<file path="config.mk">
export PLATFORM = sky130hd
export DESIGN_NAME = fifo_rd_stream_flat
export DESIGN_NICKNAME = d
export VERILOG_FILES = /design/src/rtl/fifo_rd_stream_if.sv /design/src/rtl/fifo_rd_stream.sv /design/src/flat_wrapper.sv
export SDC_FILE = /design/constraint.sdc
export NUM_CORES = 1
export LEC_CHECK = 0
export ABC_AREA = 1
export BUFFER_PORTS_ARGS = -buffer_cell sky130_fd_sc_hd__buf_2
export CORE_MARGIN = 1
export CORE_UTILIZATION = 50
export DETAILED_ROUTE_END_ITERATION = 8
export PLACE_DENSITY = 0.7
export SETUP_SLACK_MARGIN = 0.1
export SYNTH_ARGS = -nofsm -noshare
export SYNTH_HDL_FRONTEND = slang
export SYNTH_SLANG_ARGS = --single-unit
</file>
<file path="constraint.sdc">
create_clock -name rd_clk -period 4 [get_ports rd_clk]
set_clock_uncertainty 0.2 [all_clocks]
set_input_delay 0.6 -clock rd_clk [delete_from_list [all_inputs] [get_ports rd_clk]]
set_output_delay 0.6 -clock rd_clk [all_outputs]
set_load 0.02 [all_outputs]
</file>
<file path="src/rtl/fifo_rd_stream_if.sv">
// Read-port / stream bundle for fifo_rd_stream.
// master: the read controller (drives the FIFO read enable and the stream).
// slave : the surrounding FIFO plus stream consumer.
interface fifo_rd_stream_if #(
   parameter int DATA_WIDTH  = 32,
   parameter int DEPTH_WIDTH = 10
);
   logic                   fifo_rd_en;
   logic [DATA_WIDTH-1:0]  fifo_rd_data;
   logic                   fifo_rd_empty;
   logic [DEPTH_WIDTH:0]   fifo_rd_water_level;
   logic                   flush;
   logic                   m_valid;
   logic [DATA_WIDTH-1:0]  m_data;
   logic                   m_last;
   logic                   m_ready;
   logic                   busy;

   modport master (
      output fifo_rd_en, m_valid, m_data, m_last, busy,
      input  fifo_rd_data, fifo_rd_empty, fifo_rd_water_level, flush, m_ready
   );

   modport slave (
      input  fifo_rd_en, m_valid, m_data, m_last, busy,
      output fifo_rd_data, fifo_rd_empty, fifo_rd_water_level, flush, m_ready
   );
endinterface

</file>
<file path="src/rtl/fifo_rd_stream.sv">
// Read-side controller for the 1024x32 async FIFO: drains the FIFO read port
// (one-cycle read latency) into a valid/ready burst stream with a last marker.
// Reads are issued only while the 3-entry skid buffer plus the outstanding read
// leave room, so m_ready never feeds fifo_rd_en combinationally.
// Optional build macro FIFO_RD_STREAM_TIMEOUT_EN: starts a partial burst after
// TIMEOUT_CYCLES idle cycles with data below a full burst.
module fifo_rd_stream #(
   parameter int DATA_WIDTH     = 32,
   parameter int DEPTH_WIDTH    = 10,
   parameter int BURST_LEN      = 16,
   parameter int TIMEOUT_CYCLES = 256
) (
   input  logic              rd_clk,
   input  logic              rd_rst,
   fifo_rd_stream_if.master  bus
);
   localparam int            CW       = DEPTH_WIDTH + 1;
   localparam logic [CW-1:0] LEN_FULL = CW'(BURST_LEN);
   localparam logic [CW-1:0] ONE      = CW'(1);

   typedef enum logic {IDLE, BURST} state_t;

   state_t                 state, state_nxt;
   logic [CW-1:0]          len, len_nxt;
   logic [CW-1:0]          issue_cnt, beat_cnt;
   logic [1:0]             buf_cnt, wr_ptr, rd_ptr;
   logic                   inflight, inflight_last;
   logic [DATA_WIDTH-1:0]  buf_data [3];
   logic [2:0]             buf_last;
   logic [2:0]             occupancy;
   logic                   rd_en, start, done, push, pop, m_valid_int, timeout_hit;

   function automatic logic [1:0] ptr_inc(input logic [1:0] p);
      return (p == 2'd2) ? 2'd0 : p + 2'd1;
   endfunction

   assign occupancy   = {1'b0, buf_cnt} + {2'b00, inflight};
   assign push        = inflight;
   assign m_valid_int = (buf_cnt != 2'd0);
   assign pop         = m_valid_int && bus.m_ready;

`ifdef FIFO_RD_STREAM_TIMEOUT_EN
   localparam int            TW       = $clog2(TIMEOUT_CYCLES) + 1;
   localparam logic [TW-1:0] TO_LIMIT = TW'(TIMEOUT_CYCLES);
   localparam logic [TW-1:0] TO_ONE   = TW'(1);
   logic [TW-1:0] to_cnt;

   assign timeout_hit = (to_cnt == TO_LIMIT);

   // Count idle cycles spent holding a partial burst's worth of data
   always_ff @(posedge rd_clk or posedge rd_rst) begin
      if (rd_rst)
         to_cnt <= '0;
      else if (state == IDLE && !bus.fifo_rd_empty &&
               bus.fifo_rd_water_level < LEN_FULL && !timeout_hit)
         to_cnt <= to_cnt + TO_ONE;
      else
         to_cnt <= '0;
   end
`else
   // Threshold only matters when the idle timeout is built in
   localparam int unused_timeout_cycles = TIMEOUT_CYCLES;
   assign timeout_hit = 1'b0;
`endif

   // Burst start/finish decisions and read issue
   always_comb begin
      state_nxt = state;
      len_nxt   = len;
      start     = 1'b0;
      done      = 1'b0;
      rd_en     = 1'b0;
      case (state)
         IDLE: begin
            if (bus.fifo_rd_water_level >= LEN_FULL) begin
               start   = 1'b1;
               len_nxt = LEN_FULL;
            end else if ((bus.flush || timeout_hit) && !bus.fifo_rd_empty) begin
               start   = 1'b1;
               len_nxt = (bus.fifo_rd_water_level == '0) ? ONE : bus.fifo_rd_water_level;
            end
            if (start)
               state_nxt = BURST;
         end
         BURST: begin
            rd_en = !bus.fifo_rd_empty && (issue_cnt < len) && (occupancy < 3'd3);
            done  = pop && (beat_cnt == len - ONE);
            if (done)
               state_nxt = IDLE;
         end
         default: state_nxt = IDLE;
      endcase
   end

   // State and latched burst length
   always_ff @(posedge rd_clk or posedge rd_rst) begin
      if (rd_rst) begin
         state <= IDLE;
         len   <= '0;
      end else begin
         state <= state_nxt;
         len   <= len_nxt;
      end
   end

   // Reads issued / beats accepted in the current burst
   always_ff @(posedge rd_clk or posedge rd_rst) begin
      if (rd_rst) begin
         issue_cnt <= '0;
         beat_cnt  <= '0;
      end else if (start) begin
         issue_cnt <= '0;
         beat_cnt  <= '0;
      end else begin
         if (rd_en)
            issue_cnt <= issue_cnt + ONE;
         if (pop)
            beat_cnt <= beat_cnt + ONE;
      end
   end

   // Outstanding read: data appears on fifo_rd_data the following cycle
   always_ff @(posedge rd_clk or posedge rd_rst) begin
      if (rd_rst) begin
         inflight      <= 1'b0;
         inflight_last <= 1'b0;
      end else begin
         inflight      <= rd_en;
         inflight_last <= rd_en && (issue_cnt == len - ONE);
      end
   end

   // Skid buffer pointers and fill count
   always_ff @(posedge rd_clk or posedge rd_rst) begin
      if (rd_rst) begin
         buf_cnt <= 2'd0;
         wr_ptr  <= 2'd0;
         rd_ptr  <= 2'd0;
      end else begin
         if (push)
            wr_ptr <= ptr_inc(wr_ptr);
         if (pop)
            rd_ptr <= ptr_inc(rd_ptr);
         case ({push, pop})
            2'b10:   buf_cnt <= buf_cnt + 2'd1;
            2'b01:   buf_cnt <= buf_cnt - 2'd1;
            default: buf_cnt <= buf_cnt;
         endcase
      end
   end

   // Skid buffer storage; contents are qualified by buf_cnt so need no reset
   always_ff @(posedge rd_clk) begin
      if (push) begin
         buf_data[wr_ptr] <= bus.fifo_rd_data;
         buf_last[wr_ptr] <= inflight_last;
      end
   end

   assign bus.fifo_rd_en = rd_en;
   assign bus.m_valid    = m_valid_int;
   assign bus.m_data     = m_valid_int ? buf_data[rd_ptr] : '0;
   assign bus.m_last     = m_valid_int && buf_last[rd_ptr];
   assign bus.busy       = (state == BURST);
endmodule
</file>
<file path="src/flat_wrapper.sv">
// flat-port wrapper written by rule: the top's interface ports become plain ports
module fifo_rd_stream_flat 
#(
   parameter int DATA_WIDTH     = 32,
   parameter int DEPTH_WIDTH    = 10,
   parameter int BURST_LEN      = 16,
   parameter int TIMEOUT_CYCLES = 256
)
  (rd_clk, rd_rst, bus_fifo_rd_en, bus_m_valid, bus_m_data, bus_m_last, bus_busy, bus_fifo_rd_data, bus_fifo_rd_empty, bus_fifo_rd_water_level, bus_flush, bus_m_ready);
  fifo_rd_stream_if #(.DATA_WIDTH(DATA_WIDTH), .DEPTH_WIDTH(DEPTH_WIDTH)) bus_i ();
  input  logic rd_clk;
  input  logic rd_rst;
  output wire logic [$bits(bus_i.fifo_rd_en)-1:0] bus_fifo_rd_en;
  output wire logic [$bits(bus_i.m_valid)-1:0] bus_m_valid;
  output wire logic [$bits(bus_i.m_data)-1:0] bus_m_data;
  output wire logic [$bits(bus_i.m_last)-1:0] bus_m_last;
  output wire logic [$bits(bus_i.busy)-1:0] bus_busy;
  input wire logic [$bits(bus_i.fifo_rd_data)-1:0] bus_fifo_rd_data;
  input wire logic [$bits(bus_i.fifo_rd_empty)-1:0] bus_fifo_rd_empty;
  input wire logic [$bits(bus_i.fifo_rd_water_level)-1:0] bus_fifo_rd_water_level;
  input wire logic [$bits(bus_i.flush)-1:0] bus_flush;
  input wire logic [$bits(bus_i.m_ready)-1:0] bus_m_ready;
  assign bus_fifo_rd_en = bus_i.fifo_rd_en;
  assign bus_m_valid = bus_i.m_valid;
  assign bus_m_data = bus_i.m_data;
  assign bus_m_last = bus_i.m_last;
  assign bus_busy = bus_i.busy;
  assign bus_i.fifo_rd_data = bus_fifo_rd_data;
  assign bus_i.fifo_rd_empty = bus_fifo_rd_empty;
  assign bus_i.fifo_rd_water_level = bus_fifo_rd_water_level;
  assign bus_i.flush = bus_flush;
  assign bus_i.m_ready = bus_m_ready;
  fifo_rd_stream #(.DATA_WIDTH(DATA_WIDTH), .DEPTH_WIDTH(DEPTH_WIDTH), .BURST_LEN(BURST_LEN), .TIMEOUT_CYCLES(TIMEOUT_CYCLES)) u_core (.rd_clk(rd_clk), .rd_rst(rd_rst), .bus(bus_i));
endmodule
</file>
==> results.cfg <==
[sta]
tightest_slew_ns = 1.00
tns_ns = 0
finalSetupViolations = 0
final_hold_viol_count = 0
fmax_ghz = 0.279
slew_headroom_pct = 32.7
maxSlewViolCount = 0
rsz0062_at_grt = false
period_minus_slack_ns = 3.58
finalCritPeriodShare_pct = 89.6

[cts]
clk_pin_slew_ns = 0.06
cts-resized-gates = 0
holdBufCountCts = 0
post_cts_buffers = 0
clock_latency_ns = 0.42
cts_inserted_buffers = 17
cts_tree = yes
clkSinkCount = 141
htree_levels = 4
root_buffer = clkbuf_16
clockBufferDepth = 2

[global_routing]
antenna_found_initial = 0
grt_pass1_wl_um = 23700
grt_max_degree = 43
first_global_vias = 5106
globalRoute.totalOverflow = 0
grtUsageTotal_pct = 21.7

[placed_design]
gp_congestion = 0.946
port_buffers = 83
placed_area_sq_mm = 0.00750
dp_hpwl_um = 9750

[floorplanning]
num_io_pins = 84
start_util_pct = 51.5
die_x_um = 119
die_area_sq_mm = 0.0142
fp.dieH_um = 119
core-area_sq_mm = 0.0133
rows = 42

[synth]
syn-cell-area_sq_mm = 0.00684
syn_inst = 729
syn_avg_cell_area_sq_um = 9.39
synth_edf_count = 99
synth_top_area_share_pct = 43.4
synth-main-ff-cell = edfxtp_1
ys_seq_area_share_pct = 58.8
synth.distinct_cells = 36
synthTopCellsByArea = edfxtp_1 (43%), dfrtp_1 (15%), nand2_1 (12%), nand3_1 (6.6%), inv_1 (5.2%)
syn_nets = 794
ys_ff_latch = 141
yosysWarnings = 0
async_flop_share_pct = 29.8
yosysTopAreaCell = edfxtp_1

[route]
drt-wirelength-per-cell_um = 14.4
drtPass1Iterations = 5
final_antenna_net_count = 0
wl_um = 14500
drt-initial-drc-count = 475
dr_total_vias = 5249
vias_per_cell = 5.21
remaining_drc_errors = 0

[final_layout]
layout_commonest_cell = nand2_1
nNetsFinal = 884
seqCellArea_sq_mm = 0.00402
fillers = 1132
fin_area_sq_mm = 0.00807
syn2layout_area_growth_pct = 17.9
diodes = 0
multi_input_area_sq_mm = 0.00236
drive_gt1_share_pct = 17.9
final_cell_mix = nand2_1 (221), edfxtp_1 (99), inv_1 (95), nand3_1 (90), buf_2 (83)

[job]
cap_violations = 0

[setup_path]
path_class = flop to output port
critPathBufInv = 3
crit_fanout = 13
rr_endpoint = u_core.issue_cnt[1]
crit_required_ns = 3.20
startpoint_type = flop
arrival_ns = 2.78
crit_slowest_cell = dfrtp_1
crit_family = simple AND/OR/NAND/NOR gates
crit_path_max_incr_delay_ns = 0.48
end_kind = output port
rrSetupSlack_ns = 1.43
crit_path_frequent_cell = nand2_1
cp.depth = 12
cp_cell_sequence = inv_1, ha_1, a21oi_1, nor2_1, nor2_1, nand3_1, nand2_1, nand2_1, nand2_1, nand2_1, inv_1, buf_2
r2r_start = u_core.len[4]
ff2ff_path_depth = 13

[min_path]
hp-class = input port to async pin

[status]
status = finished clean

[pwr]
ir_drop_mv = 0.276
p_leak_nw = 3.74
power_density_mw_per_mm2 = 724
==> sequential cells by signal, summed over array words and instances, names as in the netlist <==
signal / count
u_core.buf_data: 96
u_core.buf_cnt: 2
u_core.bus.busy: 1
u_core.rd_ptr: 2
u_core.buf_last: 3
u_core.inflight_last: 1
u_core.wr_ptr: 2
u_core.len: 11
u_core.issue_cnt: 11
u_core.inflight: 1
u_core.beat_cnt: 11
==> worst min-delay path, delay by kind of cell <==
family	cells	cell delay (ns)
buffers and inverters	3	0.60
==> metal layers <==
metal | GRT usage [%] | share of wire [%] | vias up
li1 | - | - | 2589
met1 | 25.5 | 43 | 2503
met2 | 38.1 | 52 | 134
met3 | 4.45 | 3.7 | 23
met4 | 9.97 | 2.1 | 0
met5 | 0 | 0 | -
==> power by group <==
group,switching (mW),internal (mW)
combinational,1.55,0.710
clock,0.602,0.912
sequential,0.174,1.90
total,2.32,3.52
==> worst max-delay path by stage <==
stage | slack (ns) | end | start
detailed placement | 0.88 | bus_fifo_rd_en | u_core.len[2]
CTS | 0.40 | bus_fifo_rd_en | u_core.len[2]
finish | 0.42 | bus_fifo_rd_en | u_core.len[4]
floorplan | 0.54 | u_core.buf_data[1][0] | u_core.inflight
global route | 0.15 | bus_fifo_rd_en | u_core.len[2]
global placement | 0.93 | bus_fifo_rd_en | u_core.len[2]
==> metrics by stage <==
stage / hold WS (ns) / utilization, % / std cells / power, mW / setup WS [ns]
5_1_grt: 0.164 / 60.7 / 1007 / 6.21 / 0.149
6_report: 0.124 / 60.7 / 1007 / 5.84 / 0.418
3_3_place_gp: 0.258 / 56.4 / 976 / 4.31 / 0.935
2_1_floorplan: 0.238 / - / 729 / 3.65 / 0.539
3_5_place_dp: 0.266 / 56.4 / 976 / 4.36 / 0.880
4_1_cts: 0.137 / 60.7 / 1007 / 5.88 / 0.402
==> synthesized netlist by cell type (all sizes together) (4+ instances only) <==
cell    instances
o21ai          15
nand2         227
clkbuf         10
ha             17
nand3          91
nand4          19
nor2           48
dfrtp          42
xnor2           4
buf            12
o22ai           4
inv            96
a21oi           9
nor3            8
edfxtp         99
xor2           14
==> layout make-up <==
type | count | share of cell area, %
Clock buffer | 17 | 5.27
Clock inverter | 14 | 1.78
Inverter | 97 | 4.51
Multi-Input combinational cell | 469 | 29.3
Sequential cell | 141 | 49.9
Tap cell | 176 | 2.73
Timing Repair Buffer | 93 | 6.54
==> kinds of logic (layout without fill, tap and decap cells) <==
group / after synthesis / count (layout) / share of synthesized area, %
xor+xnor: 18 / 18 / 2.30
compound gates: 36 / 36 / 3.07
flops: 141 / 141 / 58.8
simple gates: 398 / 398 / 25.8
buf+inv: 119 / 221 / 6.89
fa+ha+maj: 17 / 17 / 3.11
No activity file was read; power rests on OpenSTA's default activity.
